$ cat src/rtl/irq_latch_arbiter.sv
// ============================================================================
// Module      : irq_latch_arbiter
// Description : Latches rising edges on 8 interrupt lines, masks them with an
//               enable register and presents the highest eligible index.
// Revision    : 1.0 - initial release
// ============================================================================
`default_nettype none

module irq_latch_arbiter (
    input  logic       clk,
    input  logic       rst,
    input  logic [7:0] req,
    input  logic       en_we,
    input  logic [7:0] en_in,
    input  logic       irq_ack,
    output logic [7:0] pending,
    output logic       irq_valid,
    output logic [2:0] irq_id,
    output logic [7:0] overrun
);

    typedef enum logic [0:0] {
        IDLE    = 1'b0,
        PRESENT = 1'b1
    } state_t;

    state_t     state_q, state_d;
    logic [7:0] req_q, req_d;
    logic [7:0] pending_q, pending_d;
    logic [7:0] overrun_q, overrun_d;
    logic [7:0] en_q, en_d;
    logic [2:0] id_q, id_d;

    logic [7:0] w_rise;
    logic [7:0] w_eligible;
    logic [7:0] w_clr;
    logic [2:0] w_top;

    always_comb begin
        w_rise     = req & ~req_q;
        w_eligible = pending_q & en_q;

        // Ascending scan: the last hit is the highest set index.
        w_top = 3'd0;
        for (int i = 0; i < 8; i++) begin
            if (w_eligible[i]) begin
                w_top = 3'(i);
            end
        end

        state_d = state_q;
        id_d    = id_q;
        w_clr   = 8'h00;

        case (state_q)
            IDLE: begin
                if (w_eligible != 8'h00) begin
                    state_d = PRESENT;
                    id_d    = w_top;
                end
            end
            PRESENT: begin
                if (irq_ack) begin
                    w_clr        = 8'h00;
                    w_clr[id_q]  = 1'b1;
                    state_d      = IDLE;
                end
            end
            default: state_d = IDLE;
        endcase

        // An edge coinciding with the ack of its own line re-arms the bit
        // without counting as an overrun.
        req_d     = req;
        pending_d = (pending_q & ~w_clr) | w_rise;
        overrun_d = overrun_q | (w_rise & pending_q & ~w_clr);
        en_d      = en_we ? en_in : en_q;
    end

    always_ff @(posedge clk) begin
        if (rst) begin
            state_q   <= IDLE;
            req_q     <= 8'hFF;
            pending_q <= 8'h00;
            overrun_q <= 8'h00;
            en_q      <= 8'h00;
            id_q      <= 3'd0;
        end else begin
            state_q   <= state_d;
            req_q     <= req_d;
            pending_q <= pending_d;
            overrun_q <= overrun_d;
            en_q      <= en_d;
            id_q      <= id_d;
        end
    end

    assign pending   = pending_q;
    assign overrun   = overrun_q;
    assign irq_valid = (state_q == PRESENT);
    assign irq_id    = id_q;

endmodule

`default_nettype wire

$ cat config.mk
export PLATFORM = sky130hd
export DESIGN_NAME = irq_latch_arbiter
export DESIGN_NICKNAME = d
export VERILOG_FILES = /design/src/rtl/irq_latch_arbiter.sv
export SDC_FILE = /design/constraint.sdc
export NUM_CORES = 1
export LEC_CHECK = 0
export ABC_AREA = 1
export CAP_MARGIN = 20
export CORE_MARGIN = 8
export CORE_UTILIZATION = 30
export CTS_BUF_LIST = sky130_fd_sc_hd__clkbuf_8
export DETAILED_ROUTE_END_ITERATION = 8
export GPL_TIMING_DRIVEN = 0
export HOLD_SLACK_MARGIN = 0.1
export PLACE_DENSITY = 0.57
export SETUP_SLACK_MARGIN = 0.05
export SLEW_MARGIN = 10
export SYNTH_ARGS = -nofsm -noshare
export SYNTH_HDL_FRONTEND = slang
export SYNTH_SLANG_ARGS = --single-unit
$ cat constraint.sdc
create_clock -name clk -period 1.2 [get_ports clk]
set_clock_uncertainty 0.1 [all_clocks]
set_input_delay 0.24 -clock clk [delete_from_list [all_inputs] [get_ports clk]]
set_output_delay 0.24 -clock clk [all_outputs]
set_load 0.01 [all_outputs]
==> results of run 1 <==
-- power by group through the flow --
stage | Combinational, mW | Clock, mW | Sequential [mW]
2_1_floorplan | 0.158 | 0 | 1.34
6_report | 0.398 | 0.908 | 1.32
3_5_place_dp | 0.341 | 0 | 1.34
5_1_grt | 0.444 | 1.02 | 1.33
3_3_place_gp | 0.339 | 0 | 1.34
4_1_cts | 0.362 | 0.945 | 1.31
-- logic make-up after synthesis --
| family | after synthesis |
|---|---|
| and+or+nand+nor | 97 |
| DFF | 36 |
| AOI/OAI and AO/OA | 26 |
| buffers and inverters | 25 |
-- path summary, 6_finish.rpt --
check                to  depth (start not counted)  slack, ns
max reg2reg  pending[5]                          6       0.05
min          overrun[5]                          2       0.35
min reg2reg  overrun[5]                          2       0.35
max          pending[5]                          6       0.05
-- final cells by class --
| cell class | instances | area share [%] |
|---|---|---|
| Clock buffer | 7 | 4.641 |
| Multi-Input combinational cell | 123 | 31.77 |
| Timing Repair Buffer | 49 | 19.29 |
| Tap cell | 52 | 3.134 |
| Inverter | 22 | 4.099 |
| Sequential cell | 36 | 36.35 |
| Buffer | 3 | 0.7233 |
-- layer usage --
layer	vias up	track usage, %
met5	-	0
met4	0	4.239
met3	2	5.176
met2	27	14.04
met1	571	12.09
li1	673	-
-- state kept, by name, summed over array words and instances, names as in the netlist --
signal / flops
en_q: 8
overrun: 8
pending: 8
req_q: 8
irq_id: 3
irq_valid: 1
-- what timing repair did --
item	CTS	global route
resized for setup	109	32
hold buffers	0	0
buffers inserted	6	4
endpoints found under the setup margin	44	23
pin swaps	14	16
hold endpoints to repair	0	0
-- through the flow --
stage	instance area (sq um)	setup TNS (ns)	hold slack, ns	std cells
floorplan	1390	0	0.2438	184
global placement	1846	-11.58	0.3397	275
detailed placement	1846	-11.57	0.3402	275
CTS	1944	0	0.3482	288
global route	2076	-0.09921	0.3754	292
finish	2076	0	0.3464	292
-- worst min-delay path, stage by stage (launching register included) --
cell and delay [ns]:
dfxtp_1 0.31, inv_1 0.04, a21oi_1 0.05
-- synth_stat cells (2+ instances only) --
| master | count |
|---|---|
| nand2_1 | 33 |
| nor2_2 | 2 |
| inv_1 | 22 |
| nor2_4 | 2 |
| dfxtp_1 | 36 |
| nand3_1 | 4 |
| buf_2 | 2 |
| or2_2 | 8 |
| nor2_1 | 43 |
| nand2_2 | 4 |
| a21oi_1 | 14 |
| o21ai_0 | 8 |
==> results.md, run 1 <==
* Die area at 7058 sq um
* Clock power share at 34.6%
* Max Freq at 866.9 MHz
* Worst path cell trace: nand2_4 -> nor2_4 -> buf_4 -> a21boi_2 -> a21oi_1 -> nor2_1
* WL/cell at 11.37 um
* Clock slew at reported path FFs at 0.07 ns
* Fin. max-slew vios at 0
* Yosys warns at 0
* DRC Markers at 0
* Max transition margin at 81.87%
* Synth top area share at 51.94%
* RSZ-0062 raised after global routing: yes
* Antenna violations before repair at 0
* Final GP Congestion at 0.8132
* Die Span X at 84.01 um
* Area contributors post-synth: dfxtp_1 52%, nor2_1 12%, nand2_1 8.9%
* Congestion Overflow GR at 0
* FF+latch area at 754.5 sq um
* First-pass GRT wire length at 5.630 mm
* Predominant post-synthesis flop cell: dfxtp_1
* Nets at 260
* Largest family of logic cells by synthesized area: simple AND/OR/NAND/NOR gates
* Worst EP arrival at 1.22 ns
* Sw frac at 24.63%
* Fin. Hold Viols at 0
* Final setup viols at 0
* Area Overhead vs Synth at 49.59%
* CP max-delay cell: dfxtp_4
* Uppermost routed layer: met4
* Vias at 1,273
* Mux cell area share after synthesis at 0%
* Worst path top cell family by delay: flip-flops
* First-pass DRT Iterations at 4
* Dpl ws at -0.4069 ns
* Post-Synth XOR/XNOR Area at 0%
* P_int at 1.977 mW
* Via density at 4.360
* Post-synth design cell area at 1388 sq um
* Yosys cell types at 18
* Slowest stage delay, CP at 0.36 ns
* Path type of the worst setup path: flop to flop
* Clk sink count at 36
* Worst Hold Class: flop to flop
* Min setup slack post-route at 0.04641 ns
* Status: complete, no violations
* Largest net degree at the start of global routing at 11
* Core area at 4414 sq um
* Register area share after synthesis at 51.94%
* WL final at 3.319 mm
* WL met1 at 1.579 mm
* Post-synth ARST share at 0%
* Share of cells above drive strength 1 at 41.25%
* Worst vdd ir at 0.5778 mV
* Fin crit period at 1.154 ns
* TritonCTS clock tree: done
* Most frequent cells in the layout: 39 x nor2_1, 21 x dfxtp_1, 19 x inv_1, 19 x nand2_1, 17 x buf_2
* Synth Instances at 184
* Synthesized flop and latch total at 36
* Detail Route Antenna Nets at 0
* Met2 routed WL at 1.463 mm
* Flop pwr share at 50.2%
* Avg Cell Area, Syn at 7.541 sq um
* Ports at 40
* Fin crit share at 96.13%
* Total GRT Usage at 9.895%
* Simple-Gate Fraction of Synth Area at 30.66%
* Synth Area in Compound Gates at 10.46%
* Most common cell after layout, fill and taps aside: nor2_1
* Mapped Nets at 204
* Util after Layout at 47.02%
* Post-synth EDFFs at 0
* Port bufs at 39
* Critical path origin: irq_valid
* # H-tree levels at 2
* Worst Hold Launch: overrun[5]
* Fillers at 473
* Chip height at 84.01 um
* Max_cap viols at 0
* Area of the multi-input gates at 659.4 sq um
* TritonCTS Buffers at 5
* Initial Util at 31.43%
* Dpl hpwl at 2.413 mm
* Max FO, Critical Path at 4
* Power Total at 2.623 mW
* FF-to-FF Start: irq_valid
* FP Rows at 24
* Crit path capture type: flop
* Wire length on met3 at 246 um
* Crit path launch type: flop
* Critical Path RT at 1.27 ns
* Combinational fraction of design power at 15.2%
* ANT cells at 0
* Worst-skew pair later-pin latency at 0.28 ns
* Yosys top cell by area: dfxtp_1
* Vias in the first global route at 1,232
* Power Dens Cells at 1264 nW/um^2
* Buffer depth of the longest clock path at 2
* Synth Area in Adders at 0%
* WP buf/inv at 1
* Worst-Margin Slew at 0.2719 ns
* 1st-iter DRT viols at 21
* Root Driver: clkbuf_8
* LEAKAGE at 0.9823 nW
* Sw power at 646.1 uW
Note: power is estimated with default switching activity, not from simulation.
==> run 2, diff against run 1 <==
==> constraint.sdc (replaced) <==
create_clock -name clk -period 1.4 [get_ports clk]
set_clock_uncertainty 0.1 [all_clocks]
set_input_delay 0.28 -clock clk [delete_from_list [all_inputs] [get_ports clk]]
set_output_delay 0.28 -clock clk [all_outputs]
set_load 0.01 [all_outputs]
==> run 2 against run 1 <==
Clock power shrank 13%. First-iteration DRC count grew 150%. Global-route usage shrank 0.44 points. Flip-flop and latch count is the same. Utilization shrank 3.2 points. Count of clock-buffer cells in the layout is the same. Cell area shrank 6.8%. Register-to-register slack gained 0.15 ns. Power shrank 17%. Hold slack lost 0.089 ns. Worst setup slack gained 0.046 ns. Critical endpoint is now pending[0].
==> results.md, run 2 (synthesis results as in run 1) <==
* Final GP Congestion at 0.7582 (-6.8%)
* R2r setup slk at 0.20 ns (+0.15 ns)
* ANT cells at 0 (unchanged)
* Post-DP Area at 1843 sq um (-0.14%)
* Die Span X at 84.01 um (unchanged)
* Dpl ws at -0.2577 ns (+0.1492 ns)
* Root Driver: clkbuf_8
* Area Overhead vs Synth at 39.41%
* Total GRT Usage at 9.458% (-0.44 points)
* Hold EP: irq_valid
* WL/cell at 11.20 um (-1.5%)
* 1st-iter DRT viols at 52 (+150%)
* FP Rows at 24 (unchanged)
* TritonCTS clock tree: done
* Worst Reg-to-Reg Cells at 7 (+1)
* Ports at 40 (unchanged)
* Max FO, Critical Path at 3 (-1)
* Worst Hold Launch: irq_ack
* First-pass GRT wire length at 5.409 mm (-3.9%)
* First-pass DRT Iterations at 4 (unchanged)
* Worst EP arrival at 0.93 ns (-0.29 ns)
* RSZ-0062 raised after global routing: yes
* Largest net degree at the start of global routing at 11 (unchanged)
* Critical Path RT at 1.02 ns (-0.25 ns)
* Most common cell after layout, fill and taps aside: nor2_1
* Min setup slack post-route at 0.09204 ns (+0.04563 ns)
* Util after Layout at 43.82% (-3.2 points)
* Reg2Reg Capture Point: overrun[6]
* Crit path capture type: primary output
* Final setup viols at 0 (unchanged)
* LEAKAGE at 0.9265 nW (-5.7%)
* Vias in the first global route at 1,182 (-4.1%)
* Core area at 4414 sq um (unchanged)
* Share of cells above drive strength 1 at 16.96% (-24 points)
* Slowest stage delay, CP at 0.36 ns (about the same)
* Worst-Margin Slew at 0.2724 ns (+0.0004233 ns)
* WP buf/inv at 1 (unchanged)
* Worst-skew pair later-pin latency at 0.28 ns (about the same)
* FF-to-FF Start: irq_valid
* Path type of the worst setup path: flop to primary output
* Max Freq at 764.5 MHz
* Fin crit share at 93.43%
* Fillers at 480 (+1.5%)
* Crit path launch type: flop
* Max_cap viols at 0 (unchanged)
* Fin crit period at 1.308 ns
* Worst vdd ir at 0.4982 mV (-14%)
* Worst path top cell family by delay: flip-flops
* Hold Crit Depth at 4 (+2)
* Worst path cell trace: dlygate4sd2_1
* Area of the multi-input gates at 575.6 sq um (-13%)
* Clock slew at reported path FFs at 0.07 ns (about the same)
* Nets at 250 (-3.8%)
* Clk sink count at 36 (unchanged)
* TritonCTS Buffers at 5 (unchanged)
* Chip height at 84.01 um (unchanged)
* Die area at 7058 sq um (unchanged)
* Fin. max-slew vios at 0 (unchanged)
* Worst hold slack at 0.2573 ns (-0.08912 ns)
* Power Dens Cells at 1130 nW/um^2 (-11%)
* Port bufs at 39 (unchanged)
* Antenna violations before repair at 0 (unchanged)
* Max transition margin at 81.79% (-0.085 points)
* CTS Hold Bufs at 0 (unchanged)
* Buffer depth of the longest clock path at 2 (unchanged)
* Final instance area at 1934 sq um (-6.8%)
* Worst Hold Class: primary input to flop
* CP max-delay cell: dfxtp_1
* Initial Util at 31.43% (unchanged)
* FF+latch area at 730.7 sq um (-3.2%)
* DRC Markers at 0 (unchanged)
* Dpl hpwl at 2.446 mm (+1.4%)
* Most frequent cells in the layout: 43 x nor2_1, 31 x nand2_1, 30 x dfxtp_1
* Detail Route Antenna Nets at 0 (unchanged)
* WL final at 3.158 mm (-4.9%)
* Setup repair bufs after CTS at 0 (-6)
* Via density at 4.312 (-1.1%)
* Vias at 1,216 (-4.5%)
* Status: complete, no violations
* Fin. Hold Viols at 0 (unchanged)
* # H-tree levels at 2 (unchanged)
* Congestion Overflow GR at 0 (unchanged)
-- run 2: routing by layer --
layer | track usage, % | wire, um | vias up
met1 | 11.41 | 1518 | 523
met3 | 4.980 | 284 | 2
met5 | 0 | 0 | -
met2 | 13.05 | 1340 | 34
li1 | - | - | 657
met4 | 5.181 | 15 | 0
-- run 2: per-stage QoR --
step / TNS (ns) / power, mW / cells
6_report: 0 / 2.187 / 282
5_1_grt: 0 / 2.314 / 282
4_1_cts: 0 / 2.219 / 282
3_5_place_dp: -5.425 / 1.440 / 275
3_3_place_gp: -4.851 / 1.439 / 275
2_1_floorplan: 0 / 1.286 / 184
-- run 2: area by class of cell --
| cell class | instances | area share [%] |
|---|---|---|
| plain buffers | 3 | 0.7762 |
| clock buffers | 7 | 4.981 |
| inverters | 22 | 4.269 |
| multi-input cells | 123 | 29.75 |
| flip-flops and latches | 36 | 37.77 |
| well taps | 52 | 3.364 |
| repair buffers | 39 | 19.08 |
-- run 2: power breakdown --
group | total [mW] | switching (mW) | internal (mW)
clock network | 0.787 | 0.349 | 0.438
registers | 1.13 | 0.0426 | 1.08
logic | 0.274 | 0.137 | 0.136
total | 2.19 | 0.528 | 1.66
-- run 2: worst max path at each step --
stage,startpoint,endpoint,depth (start not counted)
3_5_place_dp,rst,overrun[1],3
2_1_floorplan,irq_valid,overrun[6],7
6_report,pending[0],pending[0],1
5_1_grt,pending[0],pending[0],1
3_3_place_gp,rst,overrun[6],3
4_1_cts,irq_id[2],irq_id[2],1
-- run 2: what timing repair did --
action | CTS | global route
endpoints found under the setup margin | 20 | 19
pin swaps | 0 | 3
resized for setup | 28 | 15
==> run 3, diff against run 2 <==
--- a/config.mk
+++ b/config.mk
@@ -10,6 +10,7 @@
 export CORE_MARGIN = 8
 export CORE_UTILIZATION = 30
 export CTS_BUF_LIST = sky130_fd_sc_hd__clkbuf_8
+export CTS_CLUSTER_DIAMETER = 120
 export DETAILED_ROUTE_END_ITERATION = 8
 export GPL_TIMING_DRIVEN = 0
 export HOLD_SLACK_MARGIN = 0.1
==> results of run 3 <==
No change in the layout: final DEF, timing and power equal those of run 2.
